<file path="src/rtl/claw_motion_pkg.sv">
// Shared types and default geometry for the claw motion controller.
package claw_motion_pkg;

  typedef enum logic [1:0] {
    IDLE    = 2'd0,
    SWING   = 2'd1,
    EXTEND  = 2'd2,
    RETRACT = 2'd3
  } claw_state_t;

  // Loot weight classes 0..3
  localparam int WEIGHT_W = 2;

  // Default geometry for a 640x480 playfield
  localparam int DEF_POS_W        = 11;
  localparam int DEF_PIVOT_X      = 280;
  localparam int DEF_PIVOT_Y      = 50;
  localparam int DEF_RADIUS_SHIFT = 5;
  localparam int DEF_MAX_ANGLE    = 90;
  localparam int DEF_SWING_STEP   = 4;
  localparam int DEF_EXTEND_STEP  = 4;
  localparam int DEF_LIN_SHIFT    = 3;
  localparam int DEF_LEN_W        = 9;
  localparam int DEF_MAX_LEN      = 255;
  localparam int DEF_X_MIN        = 0;
  localparam int DEF_X_MAX        = 639;
  localparam int DEF_Y_MAX        = 479;

endpackage

</file>
<file path="src/rtl/claw_polar_lut.sv">
// Combinational polar-to-cartesian table: dx = R*sin(mag), dy = R*cos(mag)
// for mag in 0..90 degrees (larger inputs clamp to 90). Sine is held in
// Q8 and scaled by R = 2**RADIUS_SHIFT with round-to-nearest.
module claw_polar_lut #(
  parameter int OUT_W        = 11,
  parameter int RADIUS_SHIFT = 5
) (
  input  logic [6:0]       mag_i,
  output logic [OUT_W-1:0] dx_o,
  output logic [OUT_W-1:0] dy_o
);

  localparam logic [8:0] SIN_Q8 [91] = '{
    9'd0,   9'd4,   9'd9,   9'd13,  9'd18,  9'd22,  9'd27,  9'd31,  9'd36,  9'd40,
    9'd44,  9'd49,  9'd53,  9'd58,  9'd62,  9'd66,  9'd71,  9'd75,  9'd79,  9'd83,
    9'd88,  9'd92,  9'd96,  9'd100, 9'd104, 9'd108, 9'd112, 9'd116, 9'd120, 9'd124,
    9'd128, 9'd132, 9'd136, 9'd139, 9'd143, 9'd147, 9'd150, 9'd154, 9'd158, 9'd161,
    9'd165, 9'd168, 9'd171, 9'd175, 9'd178, 9'd181, 9'd184, 9'd187, 9'd190, 9'd193,
    9'd196, 9'd199, 9'd202, 9'd204, 9'd207, 9'd210, 9'd212, 9'd215, 9'd217, 9'd219,
    9'd222, 9'd224, 9'd226, 9'd228, 9'd230, 9'd232, 9'd234, 9'd236, 9'd237, 9'd239,
    9'd241, 9'd242, 9'd243, 9'd245, 9'd246, 9'd247, 9'd248, 9'd249, 9'd250, 9'd251,
    9'd252, 9'd253, 9'd254, 9'd254, 9'd255, 9'd255, 9'd255, 9'd256, 9'd256, 9'd256,
    9'd256
  };

  logic [6:0]  idx;
  logic [31:0] sin_t;
  logic [31:0] cos_t;

  // Table lookup and radius scaling; cos(a) reuses the sine table at 90-a
  always_comb begin
    idx   = (mag_i > 7'd90) ? 7'd90 : mag_i;
    sin_t = 32'(SIN_Q8[idx]);
    cos_t = 32'(SIN_Q8[7'd90 - idx]);
    dx_o  = OUT_W'(((sin_t << RADIUS_SHIFT) + 32'd128) >> 8);
    dy_o  = OUT_W'(((cos_t << RADIUS_SHIFT) + 32'd128) >> 8);
  end

endmodule

</file>
<file path="src/rtl/claw_motion_ctrl.sv">
// Gold Miner claw motion controller: swings the claw about a pivot, extends
// it along the frozen angle when fired, retracts on collision / boundary /
// max length, and drives the sprite top-left position. Motion advances on
// frame ticks (every FRAME_DIV startOfFrame pulses, frozen by pause).
// Optional build macro CLAW_BOOST_EN adds a boost input that doubles the
// retract step.
module claw_motion_ctrl
  import claw_motion_pkg::*;
#(
  parameter int POS_W        = DEF_POS_W,
  parameter int PIVOT_X      = DEF_PIVOT_X,
  parameter int PIVOT_Y      = DEF_PIVOT_Y,
  parameter int RADIUS_SHIFT = DEF_RADIUS_SHIFT,
  parameter int MAX_ANGLE    = DEF_MAX_ANGLE,
  parameter int SWING_STEP   = DEF_SWING_STEP,
  parameter int FRAME_DIV    = 1,
  parameter int EXTEND_STEP  = DEF_EXTEND_STEP,
  parameter int LIN_SHIFT    = DEF_LIN_SHIFT,
  parameter int LEN_W        = DEF_LEN_W,
  parameter int MAX_LEN      = DEF_MAX_LEN,
  parameter int X_MIN        = DEF_X_MIN,
  parameter int X_MAX        = DEF_X_MAX,
  parameter int Y_MAX        = DEF_Y_MAX
) (
  input  logic                    clk,
  input  logic                    reset,
  input  logic                    startOfFrame,
  input  logic                    fire,
  input  logic                    claw_collision,
  input  logic [WEIGHT_W-1:0]     loot_weight,
  input  logic                    pause,
`ifdef CLAW_BOOST_EN
  input  logic                    boost,
`endif
  output logic signed [POS_W-1:0] topLeftX,
  output logic signed [POS_W-1:0] topLeftY,
  output logic signed [7:0]       angle,
  output logic                    claw_busy,
  output logic                    claw_returned,
  output logic                    loot_grabbed
);

  localparam int PW   = POS_W + LEN_W;
  localparam int R    = 1 << RADIUS_SHIFT;
  localparam int FC_W = (FRAME_DIV > 1) ? $clog2(FRAME_DIV) : 1;

  localparam logic [FC_W-1:0]      FC_LAST = FC_W'(FRAME_DIV - 1);
  localparam logic signed [8:0]    STEP9   = 9'(SWING_STEP);
  localparam logic signed [8:0]    MAXA9   = 9'(MAX_ANGLE);
  localparam logic [LEN_W-1:0]     LMAX    = LEN_W'(MAX_LEN);
  localparam logic signed [PW-1:0] PIVX    = PW'(PIVOT_X);
  localparam logic signed [PW-1:0] PIVY    = PW'(PIVOT_Y);
  localparam logic signed [PW-1:0] XMIN    = PW'(X_MIN);
  localparam logic signed [PW-1:0] XMAX    = PW'(X_MAX);
  localparam logic signed [PW-1:0] YMAX    = PW'(Y_MAX);

  // Radial offset d + (d*L >>> LIN_SHIFT), computed at full product width
  function automatic logic signed [PW-1:0] lin_off(input logic [POS_W-1:0] d,
                                                    input logic [LEN_W-1:0] l);
    logic signed [PW-1:0] de, le, prod;
    de   = $signed({{LEN_W{1'b0}}, d});
    le   = $signed({{POS_W{1'b0}}, l});
    prod = de * le;
    return de + (prod >>> LIN_SHIFT);
  endfunction

  // Retract speed: heavier loot is slower, never below 1; boost doubles it
  function automatic logic [LEN_W-1:0] retract_step(input logic [WEIGHT_W-1:0] w,
                                                     input logic bst);
    logic [LEN_W-1:0] s;
    s = LEN_W'(EXTEND_STEP >> w);
    if (s == '0) s = LEN_W'(1);
    if (bst) s = s[LEN_W-1] ? '1 : {s[LEN_W-2:0], 1'b0};
    return s;
  endfunction

  claw_state_t           state_q;
  logic signed [7:0]     angle_q;
  logic                  dir_q;      // 0 = increasing angle
  logic [LEN_W-1:0]      len_q;
  logic [FC_W-1:0]       fcnt_q;
  logic                  grabbed_q;
  logic [WEIGHT_W-1:0]   weight_q;
  logic                  busy_q;
  logic                  returned_q;
  logic                  lgrab_q;
  logic signed [POS_W-1:0] x_q;
  logic signed [POS_W-1:0] y_q;

  logic                  tick_d;
  logic                  boost_d;
  logic [6:0]            mag_d;
  logic [POS_W-1:0]      dx_d;
  logic [POS_W-1:0]      dy_d;
  logic signed [8:0]     swing_sum_d;
  logic [LEN_W:0]        len_sum_d;
  logic [LEN_W-1:0]      len_ext_d;
  logic [LEN_W-1:0]      step_d;
  logic signed [PW-1:0]  x_cur_d, y_cur_d, x_ext_d, y_ext_d;
  logic                  hit_limit_d;

`ifdef CLAW_BOOST_EN
  assign boost_d = boost;
`else
  assign boost_d = 1'b0;
`endif

  assign tick_d      = startOfFrame && !pause && (fcnt_q == FC_LAST);
  assign mag_d       = angle_q[7] ? 7'(-angle_q) : 7'(angle_q);
  assign swing_sum_d = {angle_q[7], angle_q} + (dir_q ? -STEP9 : STEP9);
  assign len_sum_d   = {1'b0, len_q} + (LEN_W + 1)'(EXTEND_STEP);
  assign len_ext_d   = len_sum_d[LEN_W] ? '1 : len_sum_d[LEN_W-1:0];
  assign step_d      = retract_step(grabbed_q ? weight_q : '0, boost_d);

  claw_polar_lut #(
    .OUT_W        (POS_W),
    .RADIUS_SHIFT (RADIUS_SHIFT)
  ) u_lut (
    .mag_i (mag_d),
    .dx_o  (dx_d),
    .dy_o  (dy_d)
  );

  // Position at the current length (for the outputs) and at the post-tick
  // length (for the extend limit check, so the limit acts on the same tick)
  always_comb begin
    x_cur_d     = angle_q[7] ? PIVX - lin_off(dx_d, len_q) : PIVX + lin_off(dx_d, len_q);
    y_cur_d     = PIVY + lin_off(dy_d, len_q);
    x_ext_d     = angle_q[7] ? PIVX - lin_off(dx_d, len_ext_d) : PIVX + lin_off(dx_d, len_ext_d);
    y_ext_d     = PIVY + lin_off(dy_d, len_ext_d);
    hit_limit_d = (len_ext_d >= LMAX) || (x_ext_d < XMIN) || (x_ext_d > XMAX) ||
                  (y_ext_d > YMAX);
  end

  // Frame divider: counts unpaused startOfFrame pulses, wraps on the tick
  always_ff @(posedge clk) begin
    if (reset) begin
      fcnt_q <= '0;
    end else if (startOfFrame && !pause) begin
      fcnt_q <= (fcnt_q == FC_LAST) ? '0 : fcnt_q + FC_W'(1);
    end
  end

  // Claw state machine with angle, length and handshake outputs
  always_ff @(posedge clk) begin
    if (reset) begin
      state_q    <= IDLE;
      angle_q    <= '0;
      dir_q      <= 1'b0;
      len_q      <= '0;
      grabbed_q  <= 1'b0;
      weight_q   <= '0;
      busy_q     <= 1'b0;
      returned_q <= 1'b0;
      lgrab_q    <= 1'b0;
    end else begin
      returned_q <= 1'b0;
      lgrab_q    <= 1'b0;
      case (state_q)
        IDLE: begin
          if (startOfFrame) state_q <= SWING;
        end
        SWING: begin
          if (fire) begin
            state_q <= EXTEND;
            len_q   <= '0;
            busy_q  <= 1'b1;
          end else if (tick_d) begin
            if (swing_sum_d > MAXA9) begin
              angle_q <= 8'(MAXA9);
              dir_q   <= 1'b1;
            end else if (swing_sum_d < -MAXA9) begin
              angle_q <= 8'(-MAXA9);
              dir_q   <= 1'b0;
            end else begin
              angle_q <= 8'(swing_sum_d);
            end
          end
        end
        EXTEND: begin
          if (claw_collision) begin
            weight_q  <= loot_weight;
            grabbed_q <= 1'b1;
            state_q   <= RETRACT;
          end else if (tick_d) begin
            len_q <= len_ext_d;
            if (hit_limit_d) begin
              grabbed_q <= 1'b0;
              weight_q  <= '0;
              state_q   <= RETRACT;
            end
          end
        end
        RETRACT: begin
          if (tick_d) begin
            if (len_q <= step_d) begin
              len_q      <= '0;
              returned_q <= 1'b1;
              lgrab_q    <= grabbed_q;
              grabbed_q  <= 1'b0;
              weight_q   <= '0;
              busy_q     <= 1'b0;
              state_q    <= SWING;
            end else begin
              len_q <= len_q - step_d;
            end
          end
        end
        default: state_q <= IDLE;
      endcase
    end
  end

  // Registered sprite position, one cycle behind angle/length
  always_ff @(posedge clk) begin
    if (reset) begin
      x_q <= POS_W'(PIVOT_X);
      y_q <= POS_W'(PIVOT_Y + R);
    end else begin
      x_q <= POS_W'(x_cur_d);
      y_q <= POS_W'(y_cur_d);
    end
  end

  assign topLeftX      = x_q;
  assign topLeftY      = y_q;
  assign angle         = angle_q;
  assign claw_busy     = busy_q;
  assign claw_returned = returned_q;
  assign loot_grabbed  = lgrab_q;

endmodule

</file>
<file path="config.mk">
export PLATFORM = sky130hd
export DESIGN_NAME = claw_motion_ctrl
export DESIGN_NICKNAME = d
export VERILOG_FILES = /design/src/rtl/claw_motion_pkg.sv /design/src/rtl/claw_polar_lut.sv /design/src/rtl/claw_motion_ctrl.sv
export SDC_FILE = /design/constraint.sdc
export NUM_CORES = 1
export LEC_CHECK = 0
export ABC_AREA = 1
export BUFFER_PORTS_ARGS = -buffer_cell sky130_fd_sc_hd__buf_2
export CAP_MARGIN = 40
export CORE_MARGIN = 4
export CORE_UTILIZATION = 66
export DETAILED_ROUTE_END_ITERATION = 10
export GPL_TIMING_DRIVEN = 0
export HOLD_SLACK_MARGIN = 0.08
export PLACE_DENSITY = 0.84
export SLEW_MARGIN = 20
export SYNTH_ARGS = -nofsm -noshare
export SYNTH_HDL_FRONTEND = slang
export SYNTH_SLANG_ARGS = --single-unit
</file>
<file path="constraint.sdc">
create_clock -name clk -period 22.4 [get_ports clk]
set_clock_uncertainty 0.05 [all_clocks]
set_input_delay 1.12 -clock clk [delete_from_list [all_inputs] [get_ports clk]]
set_output_delay 1.12 -clock clk [all_outputs]
set_load 0.01 [all_outputs]
</file>
==> run_results.csv <==
group,metric,value,unit
power_and_ir_drop,p_sw,0.223,mW
timing,rsz0062_at_grt,"no",
timing,finalHoldViolations,0,
critical_path,critical_path_class,"flip-flop to flip-flop",
placement,dpl.hpwl,27.8,mm
power_and_ir_drop,clock_power_share,19.9,%
detailed_routing,wirelength,33.8,mm
critical_path,regToRegSetupSlack,10760,ps
critical_path,arrival,11780,ps
clocking,insertion_delay,300,ps
die,io_pins,41,
min_path,worstHoldPathCells,2,
logic_synthesis,synthArstFlopShare,0,%
logic_synthesis,syn_avg_cell_area,6.94,um2
cells_and_area,fin_util,72.6,%
cells_and_area,antenna_cells,0,
logic_synthesis,synthFlopType,"dfxtp_1",
grt,overflow,0,
power_and_ir_drop,powerDensity,32.4,nW/um2
clocking,cts-htree-levels,2,
critical_path,reg2reg_depth,62,
power_and_ir_drop,seqPwrFrac,21.2,%
clocking,cts_buffers,5,
clocking,cts_resized,0,
detailed_routing,post_drt_wl_per_cell,14.8,um
critical_path,endpoint_kind,"flip-flop",
grt,grt_max_degree,16,
clocking,tritoncts,"built",
placement,dp.cells,2281,
clocking,clkTransAtPathRegs,70,ps
clocking,clock-sinks,47,
timing,finalSetupViolations,0,
placement,place_area,14100,um2
clocking,root_buffer,"clkbuf_16",
clocking,cts_buffer_depth,2,
cells_and_area,final_cells,2291,
placement,post-place-ws,10880,ps
min_path,whs_endpoint,"weight_q[1]$_SDFFE_PP0P_",
die,die_width,151,um
detailed_routing,drc,0,
die,coreArea,19700,um2
critical_path,cp_common_cell,"nand2_1",
critical_path,reg2reg_to,"state_q[1]$_SDFFE_PP0P_",
min_path,min_from,"weight_q[1]$_SDFFE_PP0P_",
logic_synthesis,ys_seq_area_share,7.01,%
timing,worst-slew-pin-transition,888,ps
timing,worst_slack,10760,ps
critical_path,startpoint_type,"flip-flop",
clocking,postCtsHoldBufs,0,
grt,grt_pass1_vias,12500,
cells_and_area,drive_gt1_share,5.92,%
logic_synthesis,yosys_warnings,0,
power_and_ir_drop,peakVddDrop,32.3,uV
placement,port_buffers,38,
grt,antenna_found_initial,0,
power_and_ir_drop,internal_power,0.241,mW
die,initial_core_util,68.1,%
timing,finalSetupTns,0,ps
logic_synthesis,synth_seq_cells,47,
timing,slew_headroom,40.8,%
outcome,outcome,"complete, no violations",
critical_path,cp_slowest_cell,"fa_1",
critical_path,required,22540,ps
cells_and_area,num-fill-cells,1636,
timing,fmaxAchievable,85.9,MHz
die,die_h,151,um
logic_synthesis,syn-cell-area,13400,um2
logic_synthesis,synth.distinct_cells,60,
grt,grt_pass1_wl,57.0,mm
timing,period_needed,11640,ps
cells_and_area,final_area,14300,um2
critical_path,critical_path.max_stage_delay,550,ps
detailed_routing,detail_route.iter0.violations,945,
power_and_ir_drop,power_frac_comb,58.9,%
power_and_ir_drop,p_leak,7.89,nW
cells_and_area,syn_to_final_growth,6.61,%
critical_path,cp_max_fo,13,
detailed_routing,drt-pass1-iter-count,7,
clocking,cts_setup_buffers,0,
critical_path,r2r_start,"angle[1]$_SDFFE_PP0P_",
detailed_routing,routed-via-count,12800,
min_path,hold_path_class,"flip-flop to flip-flop",
placement,gp_congestion,0.979,
power_and_ir_drop,swShare,48.0,%
die,row_count,51,
flow_run,cap_violations,0,
detailed_routing,viasPerCell,5.60,
cells_and_area,fin_nets,2371,
detailed_routing,postRouteAntennaNets,0,
timing,fin_crit_sh,51.9,%
logic_synthesis,synth_edf_count,0,
timing,slew_viol_final,0,
grt,grt_use_total,30.5,%
logic_synthesis,syn_inst,1934,
die,dieArea,22700,um2
[cells in the mapped netlist, types with 5 or more instances]
cell type / number / area (um2)
o21bai_1: 9 / 67.6
inv_2: 10 / 37.5
nand3_2: 7 / 70.1
nand2_2: 14 / 87.6
nand2_4: 5 / 56.3
nor2_2: 5 / 31.3
o22ai_1: 9 / 56.3
o31ai_1: 8 / 60.1
o211ai_1: 11 / 82.6
or2_2: 9 / 56.3
nor3_1: 14 / 70.1
ha_1: 198 / 2480
fa_1: 140 / 2800
nand2_1: 422 / 1580
xor2_1: 50 / 438
nor2_1: 196 / 736
a21oi_1: 122 / 611
inv_1: 355 / 1330
xnor2_1: 21 / 184
o21ai_0: 69 / 345
nand3b_1: 7 / 52.6
clkbuf_1: 30 / 113
dfxtp_1: 47 / 941
o21ai_1: 7 / 35.0
nand3_1: 83 / 415
nand4_1: 19 / 119
[power groups by stage]
stage / Sequential, mW / Clock, mW / Combinational [mW]
CTS: 0.0982 / 0.0919 / 0.268
floorplan: 0.103 / 0 / 0.195
detailed placement: 0.100 / 0 / 0.265
finish: 0.0984 / 0.0921 / 0.273
global route: 0.0993 / 0.0957 / 0.307
global placement: 0.0998 / 0 / 0.256
[worst max path at each step]
| stage | end | start | slack (ps) |
|---|---|---|---|
| after detailed placement | state_q[0]$_SDFFE_PP0P_ | angle[1]$_SDFFE_PP0P_ | 10880 |
| after global placement | state_q[0]$_SDFFE_PP0P_ | angle[1]$_SDFFE_PP0P_ | 11100 |
| after floorplan | state_q[0]$_SDFFE_PP0P_ | angle[1]$_SDFFE_PP0P_ | 12720 |
| final | state_q[1]$_SDFFE_PP0P_ | angle[1]$_SDFFE_PP0P_ | 10760 |
| after CTS | state_q[0]$_SDFFE_PP0P_ | angle[1]$_SDFFE_PP0P_ | 10830 |
| after global routing | weight_q[1]$_SDFFE_PP0P_ | angle[1]$_SDFFE_PP0P_ | 9810 |
[layout make-up]
type                    count  area (um2)  share of cell area (%)
repair buffers             42         220                    1.54
multi-input cells        1519       11100                    77.3
clock inverters             2        38.8                   0.271
inverters                 369        1390                    9.68
plain buffers              41         194                    1.36
flip-flops and latches     47         941                    6.57
clock buffers               6         139                   0.970
well taps                 265         332                    2.32
[placed cells by master (no fill, tap or decap), types with 5 or more instances in the layout]
cell type  instances
a21oi_1          122
buf_2             40
buf_4              7
clkbuf_1          30
clkbuf_16          5
conb_1            44
dfxtp_1           47
fa_1             140
ha_1             198
inv_1            355
inv_2             10
nand2_1          422
nand2_2           14
nand2_4            5
nand3_1           83
nand3_2            7
nand3b_1           7
nand4_1           19
nor2_1           196
nor2_2             5
nor3_1            14
o211ai_1          11
o21ai_0           69
o21ai_1            7
o21bai_1           9
o22ai_1            9
o31ai_1            8
or2_2              9
xnor2_1           21
xor2_1            50
[stage by stage]
stage	hold slack [ps]	power, mW
2_1_floorplan	391	0.298
5_1_grt	453	0.502
6_report	422	0.464
3_3_place_gp	404	0.356
4_1_cts	418	0.458
3_5_place_dp	406	0.365
[flip-flops by register name, indices dropped and copies added, names as in the netlist, 2 cells and up]
register  flops
angle         7
state_q       2
len_q         9
topLeftY     11
topLeftX     11
weight_q      2
[critical path: cells and delay by family (launching register included)]
kind	cells	cell delay (ps)
fa+ha+maj	9	3680
xor+xnor	2	490
compound gates	11	1910
buf+inv	9	1280
flops	1	490
simple gates	31	3640
[metal layers]
metal,vias up,part of all wire (%),GRT usage [%]
li1,6244,-,-
met1,6067,43,40.8
met2,442,47,52.0
met3,77,7.1,3.31
met4,0,3.0,9.16
met5,-,0,0
[cells by family (layout without fill, tap and decap cells)]
group / after synthesis / in the layout / share of synthesized area, %
other: 2 / 44 / 0.0559
adder cells (fa/ha/maj): 338 / 338 / 39.3
buffers and inverters: 410 / 460 / 11.8
AND/OR/NAND/NOR: 797 / 797 / 25.5
flip-flops: 47 / 47 / 7.01
AO/OA/AOI/OAI: 267 / 267 / 11.3
XOR/XNOR: 73 / 73 / 5.04
No activity file was read; power rests on OpenSTA's default activity.
